## config.mk

```make
export PLATFORM = sky130hd
export DESIGN_NAME = fft_mag_writer
export DESIGN_NICKNAME = d
export VERILOG_FILES = /design/src/rtl/fft_mag_writer.sv
export SDC_FILE = /design/constraint.sdc
export NUM_CORES = 1
export LEC_CHECK = 0
export BUFFER_PORTS_ARGS = -buffer_cell sky130_fd_sc_hd__buf_4
export CELL_PAD_IN_SITES_DETAIL_PLACEMENT = 0
export CELL_PAD_IN_SITES_GLOBAL_PLACEMENT = 1
export CORE_MARGIN = 4
export CORE_UTILIZATION = 50
export DETAILED_ROUTE_END_ITERATION = 10
export HOLD_SLACK_MARGIN = 0.12
export PLACE_DENSITY = 0.9
export SYNTH_ARGS = -nofsm -noshare
export SYNTH_HDL_FRONTEND = slang
export SYNTH_SLANG_ARGS = --single-unit
export TNS_END_PERCENT = 100
```

## constraint.sdc

```tcl
create_clock -name clk -period 8.7 [get_ports clk]
set_clock_uncertainty 0.1 [all_clocks]
set_input_delay 2.61 -clock clk [delete_from_list [all_inputs] [get_ports clk]]
set_output_delay 2.61 -clock clk [all_outputs]
set_load 0.1 [all_outputs]
```

## src/rtl/fft_mag_writer.sv

```systemverilog
// fft_mag_writer: writer side of the FFT output RAM.
// Accepts (re, im, idx) bins over valid/ready, computes an alpha-max-beta-min
// magnitude (max + min/2) in a 3-stage pipeline and writes it to the RAM port.
// Pulses frame_done once SIZE bins have been accepted and written.
// Optional macro FFT_MAG_WRITER_BITREV_EN: write address is the bit-reverse of
// in_idx (natural-order RAM for in-place DIF output); otherwise in_idx as is.
module fft_mag_writer #(
  parameter int SIZE = 64,
  parameter int DW   = 32,
  parameter int AW   = 6
) (
  input  logic          clk,
  input  logic          rst,
  input  logic          start,
  input  logic          in_valid,
  output logic          in_ready,
  input  logic [DW-1:0] in_re,
  input  logic [DW-1:0] in_im,
  input  logic [AW-1:0] in_idx,
  output logic          o_wea,
  output logic [AW-1:0] o_addr,
  output logic [DW-1:0] o_din,
  output logic          busy,
  output logic          frame_done,
  output logic          dup_err
);

  typedef enum logic [1:0] {IDLE, RUN, DRAIN, DONE} state_t;

  localparam logic [AW:0] SIZE_C = (AW+1)'(SIZE);
  localparam logic [AW:0] LAST_C = (AW+1)'(SIZE - 1);

  state_t          state_q, state_d;
  logic [AW:0]     count_q, count_d;
  logic [SIZE-1:0] mask_q, mask_d;
  logic            dup_q, dup_d;
  logic            ready_q, ready_d;

  // stage 1: absolute values
  logic            s1_v_q, s1_v_d;
  logic [DW-1:0]   s1_a_q, s1_a_d, s1_b_q, s1_b_d;
  logic [AW-1:0]   s1_addr_q, s1_addr_d;
  // stage 2: max / min
  logic            s2_v_q, s2_v_d;
  logic [DW-1:0]   s2_mx_q, s2_mx_d, s2_mn_q, s2_mn_d;
  logic [AW-1:0]   s2_addr_q, s2_addr_d;
  // stage 3: magnitude, drives the RAM port
  logic            s3_v_q, s3_v_d;
  logic [DW-1:0]   s3_din_q, s3_din_d;
  logic [AW-1:0]   s3_addr_q, s3_addr_d;

  logic            accept;
  logic [AW-1:0]   waddr;
  logic [DW-1:0]   abs_re, abs_im;
  logic [DW:0]     mag_sum;

  // Write address: bit-reversed index or the index itself
  genvar gi;
  generate
`ifdef FFT_MAG_WRITER_BITREV_EN
    for (gi = 0; gi < AW; gi++) begin : g_rev
      assign waddr[gi] = in_idx[AW-1-gi];
    end
`else
    for (gi = 0; gi < AW; gi++) begin : g_pass
      assign waddr[gi] = in_idx[gi];
    end
`endif
  endgenerate

  // ready_q is only ever high in RUN, so it alone qualifies an accept
  assign accept = in_valid & ready_q;

  // Two's complement absolute value; -2^(DW-1) maps to 2^(DW-1) unsigned
  assign abs_re = in_re[DW-1] ? (~in_re + DW'(1)) : in_re;
  assign abs_im = in_im[DW-1] ? (~in_im + DW'(1)) : in_im;

  // State register
  always_ff @(posedge clk or negedge rst) begin
    if (!rst) state_q <= IDLE;
    else      state_q <= state_d;
  end

  // Next-state logic
  always_comb begin
    state_d = state_q;
    case (state_q)
      IDLE:    if (start) state_d = RUN;
      RUN:     if (accept && count_q == LAST_C) state_d = DRAIN;
      // Once stages 1 and 2 are empty the final write is on the port now
      DRAIN:   if (!s1_v_q && !s2_v_q) state_d = DONE;
      DONE:    state_d = IDLE;
      default: state_d = IDLE;
    endcase
  end

  // Outputs decoded from state and the output stage
  always_comb begin
    busy       = (state_q == RUN) || (state_q == DRAIN);
    frame_done = (state_q == DONE);
    in_ready   = ready_q;
    dup_err    = dup_q;
    o_wea      = s3_v_q;
    o_addr     = s3_addr_q;
    o_din      = s3_din_q;
  end

  // Frame bookkeeping: accept count, written mask, duplicate flag, ready
  always_comb begin
    count_d = count_q;
    mask_d  = mask_q;
    dup_d   = dup_q;
    if (state_q == IDLE && start) begin
      count_d = '0;
      mask_d  = '0;
      dup_d   = 1'b0;
    end
    if (accept) begin
      count_d = count_q + 1'b1;
      if (mask_q[waddr]) dup_d = 1'b1;
      mask_d[waddr] = 1'b1;
    end
    ready_d = (state_d == RUN) && (count_d < SIZE_C);
  end

  // Magnitude pipeline: each stage loads only when its predecessor is valid
  always_comb begin
    s1_v_d    = accept;
    s1_a_d    = accept ? abs_re : s1_a_q;
    s1_b_d    = accept ? abs_im : s1_b_q;
    s1_addr_d = accept ? waddr  : s1_addr_q;

    s2_v_d    = s1_v_q;
    s2_mx_d   = s2_mx_q;
    s2_mn_d   = s2_mn_q;
    s2_addr_d = s2_addr_q;
    if (s1_v_q) begin
      s2_mx_d   = (s1_a_q >= s1_b_q) ? s1_a_q : s1_b_q;
      s2_mn_d   = (s1_a_q >= s1_b_q) ? s1_b_q : s1_a_q;
      s2_addr_d = s1_addr_q;
    end

    mag_sum   = {1'b0, s2_mx_q} + {2'b00, s2_mn_q[DW-1:1]};
    s3_v_d    = s2_v_q;
    s3_din_d  = s3_din_q;
    s3_addr_d = s3_addr_q;
    if (s2_v_q) begin
      s3_din_d  = mag_sum[DW] ? {DW{1'b1}} : mag_sum[DW-1:0];
      s3_addr_d = s2_addr_q;
    end
  end

  // Datapath and bookkeeping registers; reset aborts any frame in flight
  always_ff @(posedge clk or negedge rst) begin
    if (!rst) begin
      count_q   <= '0;
      mask_q    <= '0;
      dup_q     <= 1'b0;
      ready_q   <= 1'b0;
      s1_v_q    <= 1'b0;
      s1_a_q    <= '0;
      s1_b_q    <= '0;
      s1_addr_q <= '0;
      s2_v_q    <= 1'b0;
      s2_mx_q   <= '0;
      s2_mn_q   <= '0;
      s2_addr_q <= '0;
      s3_v_q    <= 1'b0;
      s3_din_q  <= '0;
      s3_addr_q <= '0;
    end else begin
      count_q   <= count_d;
      mask_q    <= mask_d;
      dup_q     <= dup_d;
      ready_q   <= ready_d;
      s1_v_q    <= s1_v_d;
      s1_a_q    <= s1_a_d;
      s1_b_q    <= s1_b_d;
      s1_addr_q <= s1_addr_d;
      s2_v_q    <= s2_v_d;
      s2_mx_q   <= s2_mx_d;
      s2_mn_q   <= s2_mn_d;
      s2_addr_q <= s2_addr_d;
      s3_v_q    <= s3_v_d;
      s3_din_q  <= s3_din_d;
      s3_addr_q <= s3_addr_d;
    end
  end

endmodule

```

== Yosys cells after proc, flatten, opt, wreduce, memory -nomap -nowiden ==
Index checks and enable logic that the tools add are counted.

* Add/sub/neg operators: 4
* Magnitude comparators: 4
* Equal/unequal tests: 5
* Multiplexer cells: 20
* Bitwise logic cells: 4
* Reduce and logical (&&, ||, !) cells: 9

{| class="wikitable"
|+ Operators with widths
! operator !! count
|-
| 32-bit 2-to-1 mux || 5
|-
| 64-bit 2-to-1 mux || 2
|-
| 32-bit by 1-bit adder with 32-bit output, second input constant || 2
|-
| 32-bit inverter || 2
|-
| 64-bit OR || 1
|-
| 32-bit by 31-bit adder with 33-bit output || 1
|-
| 32-bit greater-or-equal comparator || 1
|-
| 7-bit 2-to-1 mux || 2
|-
| 2-bit one-hot mux with 4 select lines || 1
|-
| 7-bit by 1-bit adder with 7-bit output, second input constant || 1
|-
| 7-bit by 6-bit == test with 1-bit output, second input constant || 1
|-
| 6-bit by 7-bit < comparator with 1-bit output, second input constant || 1
|-
| 7-bit < comparator, second input constant || 1
|-
| 1-bit binary-select mux with 6-bit select || 1
|-
| 1-bit demux with 6-bit select || 1
|-
| 6-bit by 1-bit greater-or-equal comparator with 1-bit output, second input constant || 1
|-
| 2-bit 2-to-1 mux || 3
|-
| 1-bit logical AND || 5
|-
| 1-bit 2-to-1 mux || 5
|-
| 2-bit by 1-bit == test with 1-bit output, second input constant || 2
|-
| 2-bit == test, second input constant || 2
|-
| 1-bit logical NOT || 2
|-
| 2-bit logical NOT || 1
|-
| 1-bit bitwise AND || 1
|-
| 1-bit logical OR || 1
|}

* Flip-flop bits (word level): 256
* Bits of input ports: 74
* Output and inout port bits: 43
* Word-level logic and storage cells: 62

== Depth between registers and ports, before layout ==
Gate-level depths: netlist (run 1).

* Word-level depth: 6
* Depth in mapped cells: 13

== Worst setup path before layout (run 1) ==
No wires, ideal clock.

* Path kind: input port to flip-flop
* From: input in_re[8]
* To: register s1_a_q[29]
* Library setup time: 0.129 ns
* Data arrival time: 4.757 ns
* Required time: 8.471 ns
* Setup slack: 3.714 ns
* Cell stages on the path: 8
* Path buffers: 0
* Cells stage by stage: or4_4 -> nor4_4 -> nand4b_2 -> or3_4 -> or4_4 -> o41ai_2 -> xor2_1 -> o21ai_1

* Cells in the longest elaborated chain, start to end: 3

{| class="wikitable"
|+ RTL lines
! what !! RTL line !! text
|-
| start: declaration || 17 || <nowiki>input logic [DW-1:0] in_re,</nowiki>
|-
| 32-bit inverter || 75 || <nowiki>assign abs_re = in_re[DW-1] ? (~in_re + DW'(1)) : in_re;</nowiki>
|-
| 32-bit by 1-bit adder with 32-bit output || 75 ||
|-
| 32-bit 2-to-1 mux || 75 ||
|-
| end signal: assignment || 161 || <nowiki>s1_a_q <= '0;</nowiki>
|-
| end signal: assignment || 177 || <nowiki>s1_a_q <= s1_a_d;</nowiki>
|-
| end: declaration || 41 || <nowiki>logic [DW-1:0] s1_a_q, s1_a_d, s1_b_q, s1_b_d;</nowiki>
|}

Every way passes these cells.
A chain may end at the register's enable or synchronous reset.

== Final worst setup path (run 1) ==
* From: input in_im[4]
* To: register s1_b_q[28]

* Cells in the longest elaborated chain, start to end: 3

{| class="wikitable"
|+ RTL lines
! what !! RTL line !! text
|-
| start: declaration || 18 || <nowiki>input logic [DW-1:0] in_im,</nowiki>
|-
| 32-bit inverter || 76 || <nowiki>assign abs_im = in_im[DW-1] ? (~in_im + DW'(1)) : in_im;</nowiki>
|-
| 32-bit by 1-bit adder with 32-bit output || 76 ||
|-
| 32-bit 2-to-1 mux || 76 ||
|-
| end signal: assignment || 162 || <nowiki>s1_b_q <= '0;</nowiki>
|-
| end signal: assignment || 178 || <nowiki>s1_b_q <= s1_b_d;</nowiki>
|-
| end: declaration || 41 ||
|}

Every way passes these cells.

==> results.yml, run 1 <==
run_status:
  outcome: "complete, no violations"
placed_design:
  port_buffers: 116
  dp_hpwl_um: 25000
  routabilityCongestion: 0.802
floorplan:
  start_util: 0.506
  chipHeight_um: 181
  fp.dieW_um: 181
  rows: 63
  io_pins: 117
  dieArea_mm2: 0.0328
  core_region_area_mm2: 0.0296
critical_path:
  reg2reg_to: "o_din[24]$_DFFE_PN0P_"
  cp-endpoint: "s1_b_q[28]$_DFFE_PN0P_"
  rr_worst_depth: 11
  start_kind: "primary input"
  reg2reg_from: "s2_mx_q[0]$_DFFE_PN0P_"
  worst_setup_path_end_kind: "flop"
  critical_path_required_ns: 8.97
  startpoint: "in_im[4]"
  arrival_ns: 5.18
  r2r_slack_ns: 4.73
  crit_fanout: 4
  crit_type: "in2reg"
yosys:
  syn_area_per_cell_um2: 9.04
  synth_seq_cells: 255
  netlist_top_cells_area: "dfrtp_1 (43%), ha_1 (5.9%), nand2_1 (5.9%)"
  synth_cell_types: 66
  syn_area_mm2: 0.0150
  synthesis.nets: 1804
  synth_edf_count: 0
  syn_inst: 1658
  yosysSeqAreaShare: 0.426
  synth_top_cell_by_area: "dfrtp_1"
  synthArstFlopShare: 1.00
  ys_warn_count: 0
  yosys.area.top_type_share: 0.426
  synthFlopType: "dfrtp_1"
route:
  routedWlPerCell_um: 17.3
  vias: 12400
  drt_iter0_markers: 845
  vias_per_cell: 5.85
  finalWirelength_um: 36700
  ant_nets: 0
  dr.pass1.iters: 5
  drc_errors: 0
clock_network:
  post-cts-setup-buffers: 0
  h-tree-depth: 1
  cts_root_buf: "clkbuf_16"
  cts_tree: "done"
  cts_buffers: 29
  cts_resized: 0
  holdBufCountCts: 0
  clkTransAtPathRegs_ns: 0.06
  clock_path_buffers: 3
  cts_sinks: 255
  insertion_delay_ns: 0.54
layout:
  final_core_util: 0.577
  drive_gt1_frac: 0.126
  fin_nets: 1854
  n_fill_cell: 2662
  area_growth_pct: 14.2
  final_common_cell: "dfrtp_1"
  most-common-layout-cells: "dfrtp_1 (254), nand2_1 (233), nand3_1 (142)"
sta:
  slew_headroom: 0.202
  max_freq_mhz: 204
  finalSetupViolations: 0
  hold_viol_final: 0
  worst_slew_pin_slew_ns: 1.19
  grt_setup_unrepaired: "no"
  finalMaxSlewViolations: 0
  period_needed_ns: 4.91
  tns_ns: 0
  fin_crit_sh: 0.565
grt:
  grt_pass1_wl_um: 60500
  grt_max_degree: 261
  overflow: 0
  antenna_found_initial: 2
  grt_usage: 0.219
  grt_pass1_vias: 11700
run:
  drv_cap: 0
power_and_ir_drop:
  pwr_density_cell_mw_per_mm2: 371
  p_leak_nw: 7.83
  finalPower_mw: 6.35
  ir_drop_uv: 280
hold_path:
  hp-class: "reg2reg"
-- cells by family (layout without fill, tap and decap cells) --
family          count (synthesis)  in the layout  share of synthesized area
simple gates                  631            631                      0.211
compound gates                425            425                      0.185
flops                         255            255                      0.426
buf+inv                       159            229                     0.0398
xor+xnor                       83             83                     0.0485
fa+ha+maj                      72             72                     0.0606
mux                            33             33                     0.0301
other cells                     0              2                          0
-- routing by layer --
| metal | wire [µm] | vias to the layer above | global-route usage |
|---|---|---|---|
| li1 | - | 6089 | - |
| met1 | 17900 | 5981 | 0.334 |
| met2 | 15900 | 295 | 0.327 |
| met3 | 2230 | 47 | 0.0395 |
| met4 | 641 | 0 | 0.0462 |
| met5 | 0 | - | 0 |
-- synth_stat cells (17+ instances only) --
master,n
dfrtp_1,255
nand2_1,235
nand3_1,142
o21ai_0,139
clkbuf_1,95
ha_1,71
or3_1,71
nor2b_1,68
a31oi_1,66
xor2_1,64
inv_1,51
a21oi_1,45
nor2_1,43
a22o_1,35
o22a_1,29
a21o_1,26
o31ai_1,20
xnor2_1,19
mux2_2,17
-- worst max-delay path: stages --
cell and delay (ns):
buf_4 0.12, nor4_1 0.58, and2_1 0.27, nand4_1 0.18, or3_1 0.40, or4_1 0.47, o31ai_1 0.26, xor2_1 0.19
o21ai_0 0.10
-- flip-flops by register name, summed over array words and instances (netlist names), 7 cells and up --
register  flops
s1_a_q       32
o_din        32
mask_q       64
s1_b_q       32
s2_mn_q      31
s2_mx_q      32
count_q       7
-- area by class of cell --
cell class / instances / area (µm²) / area share
multi-input cells: 1244 / 8030 / 0.469
flip-flops and latches: 255 / 6380 / 0.373
repair buffers: 127 / 986 / 0.0576
clock buffers: 41 / 851 / 0.0497
well taps: 390 / 488 / 0.0285
inverters: 51 / 191 / 0.0112
clock inverters: 10 / 179 / 0.0105
diodes: 2 / 5.00 / 0.000292
-- stage by stage --
step / cells / setup slack, ns / instance area, µm² / hold WS, ns
after floorplan: 1658 / 3.71 / 15000 / 0.310
after global placement: 2067 / 3.34 / 16100 / 0.352
after detailed placement: 2067 / 3.28 / 16100 / 0.359
after CTS: 2118 / 3.80 / 17100 / 0.373
after global routing: 2118 / 3.66 / 17100 / 0.404
final: 2120 / 3.79 / 17100 / 0.372
-- worst min-delay path by stage --
stage | slack [ns] | startpoint | to | cells after the start
2_1_floorplan | 0.31 | s2_v_q$_DFF_PN0_ | o_wea$_DFF_PN0_ | 0
3_3_place_gp | 0.35 | s1_addr_q[2]$_DFFE_PN0P_ | s1_addr_q[2]$_DFFE_PN0P_ | 2
3_5_place_dp | 0.36 | s1_addr_q[2]$_DFFE_PN0P_ | s1_addr_q[2]$_DFFE_PN0P_ | 2
4_1_cts | 0.37 | s1_addr_q[2]$_DFFE_PN0P_ | s1_addr_q[2]$_DFFE_PN0P_ | 2
5_1_grt | 0.40 | s1_addr_q[4]$_DFFE_PN0P_ | s1_addr_q[4]$_DFFE_PN0P_ | 2
6_report | 0.37 | s1_addr_q[2]$_DFFE_PN0P_ | s1_addr_q[2]$_DFFE_PN0P_ | 2
-- where the power goes --
group	switching (mW)	internal, mW	total [mW]
sequential	0.419	1.60	2.02
combinational	2.00	1.03	3.03
clock	0.483	0.822	1.31
total	2.90	3.45	6.35
Note: power is estimated with default switching activity, not from simulation.
==> run 2, diff against run 1 <==
- ABC_AREA: default -> 1
- CORE_UTILIZATION: 50 -> 40
- PLACE_DENSITY: 0.9 -> 0.82
- clock period: 8.7 -> 4.5 ns (I/O delays scaled with it)
==> run 2 against run 1 <==
Critical path depth fell by 6. Clock power rose by 93%. Sequential share of layout area fell by 2.8 points. Combinational power rose to 2.7 times the previous value. Register-to-register slack got worse by 3.1 ns. Flip-flop and latch count did not move. Power rose by 120%. Critical path type is now reg2out.
==> results.yml, run 2 <==
critical_path:
  critPathTopFamily: "flip-flops"
  worst_setup_path_end_kind: "primary output"
  cp_slowest_cell: "dfrtp_1"
  r2r_slack_ns: 1.64
  cpPeakStageDelay_ns: 0.42
  arrival_ns: 1.69
  crit_fanout: 5
  critical_path_required_ns: 3.05
  start_kind: "flop"
  crit_type: "reg2out"
  path_buf_inv: 2
  path_cells: "inv_1, ha_1, buf_4"
sta:
  hold_viol_final: 0
  finalMaxSlewViolations: 0
  max_freq_mhz: 318
  worst_slew_pin_slew_ns: 0.865
  grt_setup_unrepaired: "no"
  slew_headroom: 0.423
  fin_crit_sh: 0.698
  period_needed_ns: 3.14
  finalSetupViolations: 0
  tns_ns: 0
route:
  drt_iter0_markers: 1150
  vias: 14600
  ant_nets: 0
  dr.pass1.iters: 5
  drc_errors: 0
  finalWirelength_um: 42900
  vias_per_cell: 4.94
  routedWlPerCell_um: 14.5
power_and_ir_drop:
  p_switching_mw: 7.10
  clockPowerShare: 0.178
  p_int_mw: 7.13
  seq_power_share: 0.258
  comb_power_share: 0.564
  pwr_density_cell_mw_per_mm2: 769
  ir_drop_uv: 416
  p_leak_nw: 9.81
  p_sw_frac: 0.499
yosys:
  synth_cell_types: 45
  synthFlopType: "dfrtp_1"
  synth_top_cell_by_area: "dfrtp_1"
  synthesis.nets: 2485
  syn_inst: 2339
  synthArstFlopShare: 1.00
  ys_warn_count: 0
  syn_area_mm2: 0.0163
  synth_edf_count: 0
  synth_commonest_cells: "nand2_1 (828), inv_1 (300), dfrtp_1 (255)"
  netlist_top_cells_area: "dfrtp_1 (39%), nand2_1 (19%), nand3_1 (7.3%)"
  yosysSeqAreaShare: 0.391
  yosysMostFrequentCell: "nand2_1"
  syn_area_per_cell_um2: 6.98
  yosys.area.top_type_share: 0.391
  synth_seq_cells: 255
floorplan:
  io_pins: 117
  fp.dieW_um: 210
  rows: 73
  core_region_area_mm2: 0.0400
  chipHeight_um: 210
  start_util: 0.408
  dieArea_mm2: 0.0441
hold_path:
  hp-class: "reg2reg"
clock_network:
  cts_resized: 0
  clkTransAtPathRegs_ns: 0.07
  holdBufCountCts: 0
  cts_sinks: 255
  clock_path_buffers: 3
  insertion_delay_ns: 0.57
  cts_buffers: 29
  post-cts-setup-buffers: 0
  cts_root_buf: "clkbuf_16"
  cts_tree: "done"
  h-tree-depth: 1
layout:
  stdcell_count: 2960
  final_common_cell: "nand2_1"
  regMostFlops: "mask_q"
  area_growth_pct: 13.3
  final_core_util: 0.462
  fin_nets: 2559
  num_antenna_cells: 0
  drive_gt1_frac: 0.107
  largest_reg_flops: 64
  most-common-layout-cells: "nand2_1 (827), inv_1 (300), dfrtp_1 (254)"
run:
  drv_cap: 0
grt:
  overflow: 0
  grt_pass1_wl_um: 71500
  grt_pass1_vias: 13900
  antenna_found_initial: 0
  grt_max_degree: 87
  grt_usage: 0.193
placed_design:
  dp_hpwl_um: 32300
  port_buffers: 116
  placed_cells: 2907
  routabilityCongestion: 0.860
run_status:
  outcome: "complete, no violations"
[run 2: layer usage]
metal,share of wire,vias up,global-route usage
met1,0.51,6745,0.300
met2,0.42,307,0.287
li1,-,7516,-
met4,0.021,0,0.0466
met5,0,-,0
met3,0.046,58,0.0226
[run 2: final timing paths]
path / start / end / cells after the start
worst max-delay path: state_q[0]$_DFF_PN0_ / busy / 3
worst min-delay path: s2_addr_q[3]$_DFFE_PN0P_ / s2_addr_q[3]$_DFFE_PN0P_ / 2
worst max register to register: s1_b_q[31]$_DFFE_PN0P_ / s2_mn_q[2]$_DFFE_PN0P_ / 11
worst min register to register: s2_addr_q[3]$_DFFE_PN0P_ / s2_addr_q[3]$_DFFE_PN0P_ / 2
max in group asynchronous: rst / s1_b_q[21]$_DFFE_PN0P_ / 2
min in group asynchronous: rst / o_din[2]$_DFFE_PN0P_ / 1
[run 2: tightest hold or removal path, stage by stage (launching register included)]
cell	delay (ns)
dfrtp_1	0.35
nand2_1	0.05
nand2_1	0.04
[run 2: layout make-up]
| cell class | count | area, µm² |
|---|---|---|
| inverter | 320 | 1200 |
| fill | 4129 | 21500 |
| clock inverter | 14 | 213 |
| multi-input combinational | 1680 | 8250 |
| timing repair buffer | 127 | 986 |
| tap | 525 | 657 |
| sequential | 255 | 6380 |
| clock buffer | 39 | 813 |
[run 2: logic make-up (layout without fill, tap and decap cells)]
kind of cell	after synthesis	in the layout	synth area share
flops	255	255	0.391
compound gates	258	258	0.0906
xor+xnor	46	46	0.0247
buf+inv	404	500	0.104
simple gates	1304	1304	0.334
fa+ha+maj	72	72	0.0556
[run 2: metrics by stage]
step	cell area [µm²]	power (mW)	hold WS [ns]	setup slack, ns
global placement	17500	11.6	0.361	1.32
global route	18500	15.5	0.389	1.30
floorplan	16300	10.2	0.249	1.74
finish	18500	14.2	0.374	1.36
CTS	18500	14.4	0.377	1.33
detailed placement	17500	11.7	0.360	1.18
[run 2: power by group through the flow]
stage | clock, mW | sequential (mW) | combinational [mW]
6_report | 2.53 | 3.68 | 8.03
5_1_grt | 2.69 | 3.78 | 9.03
4_1_cts | 2.60 | 3.68 | 8.07
3_5_place_dp | 0 | 3.71 | 8.04
3_3_place_gp | 0 | 3.69 | 7.89
2_1_floorplan | 0 | 4.82 | 5.35
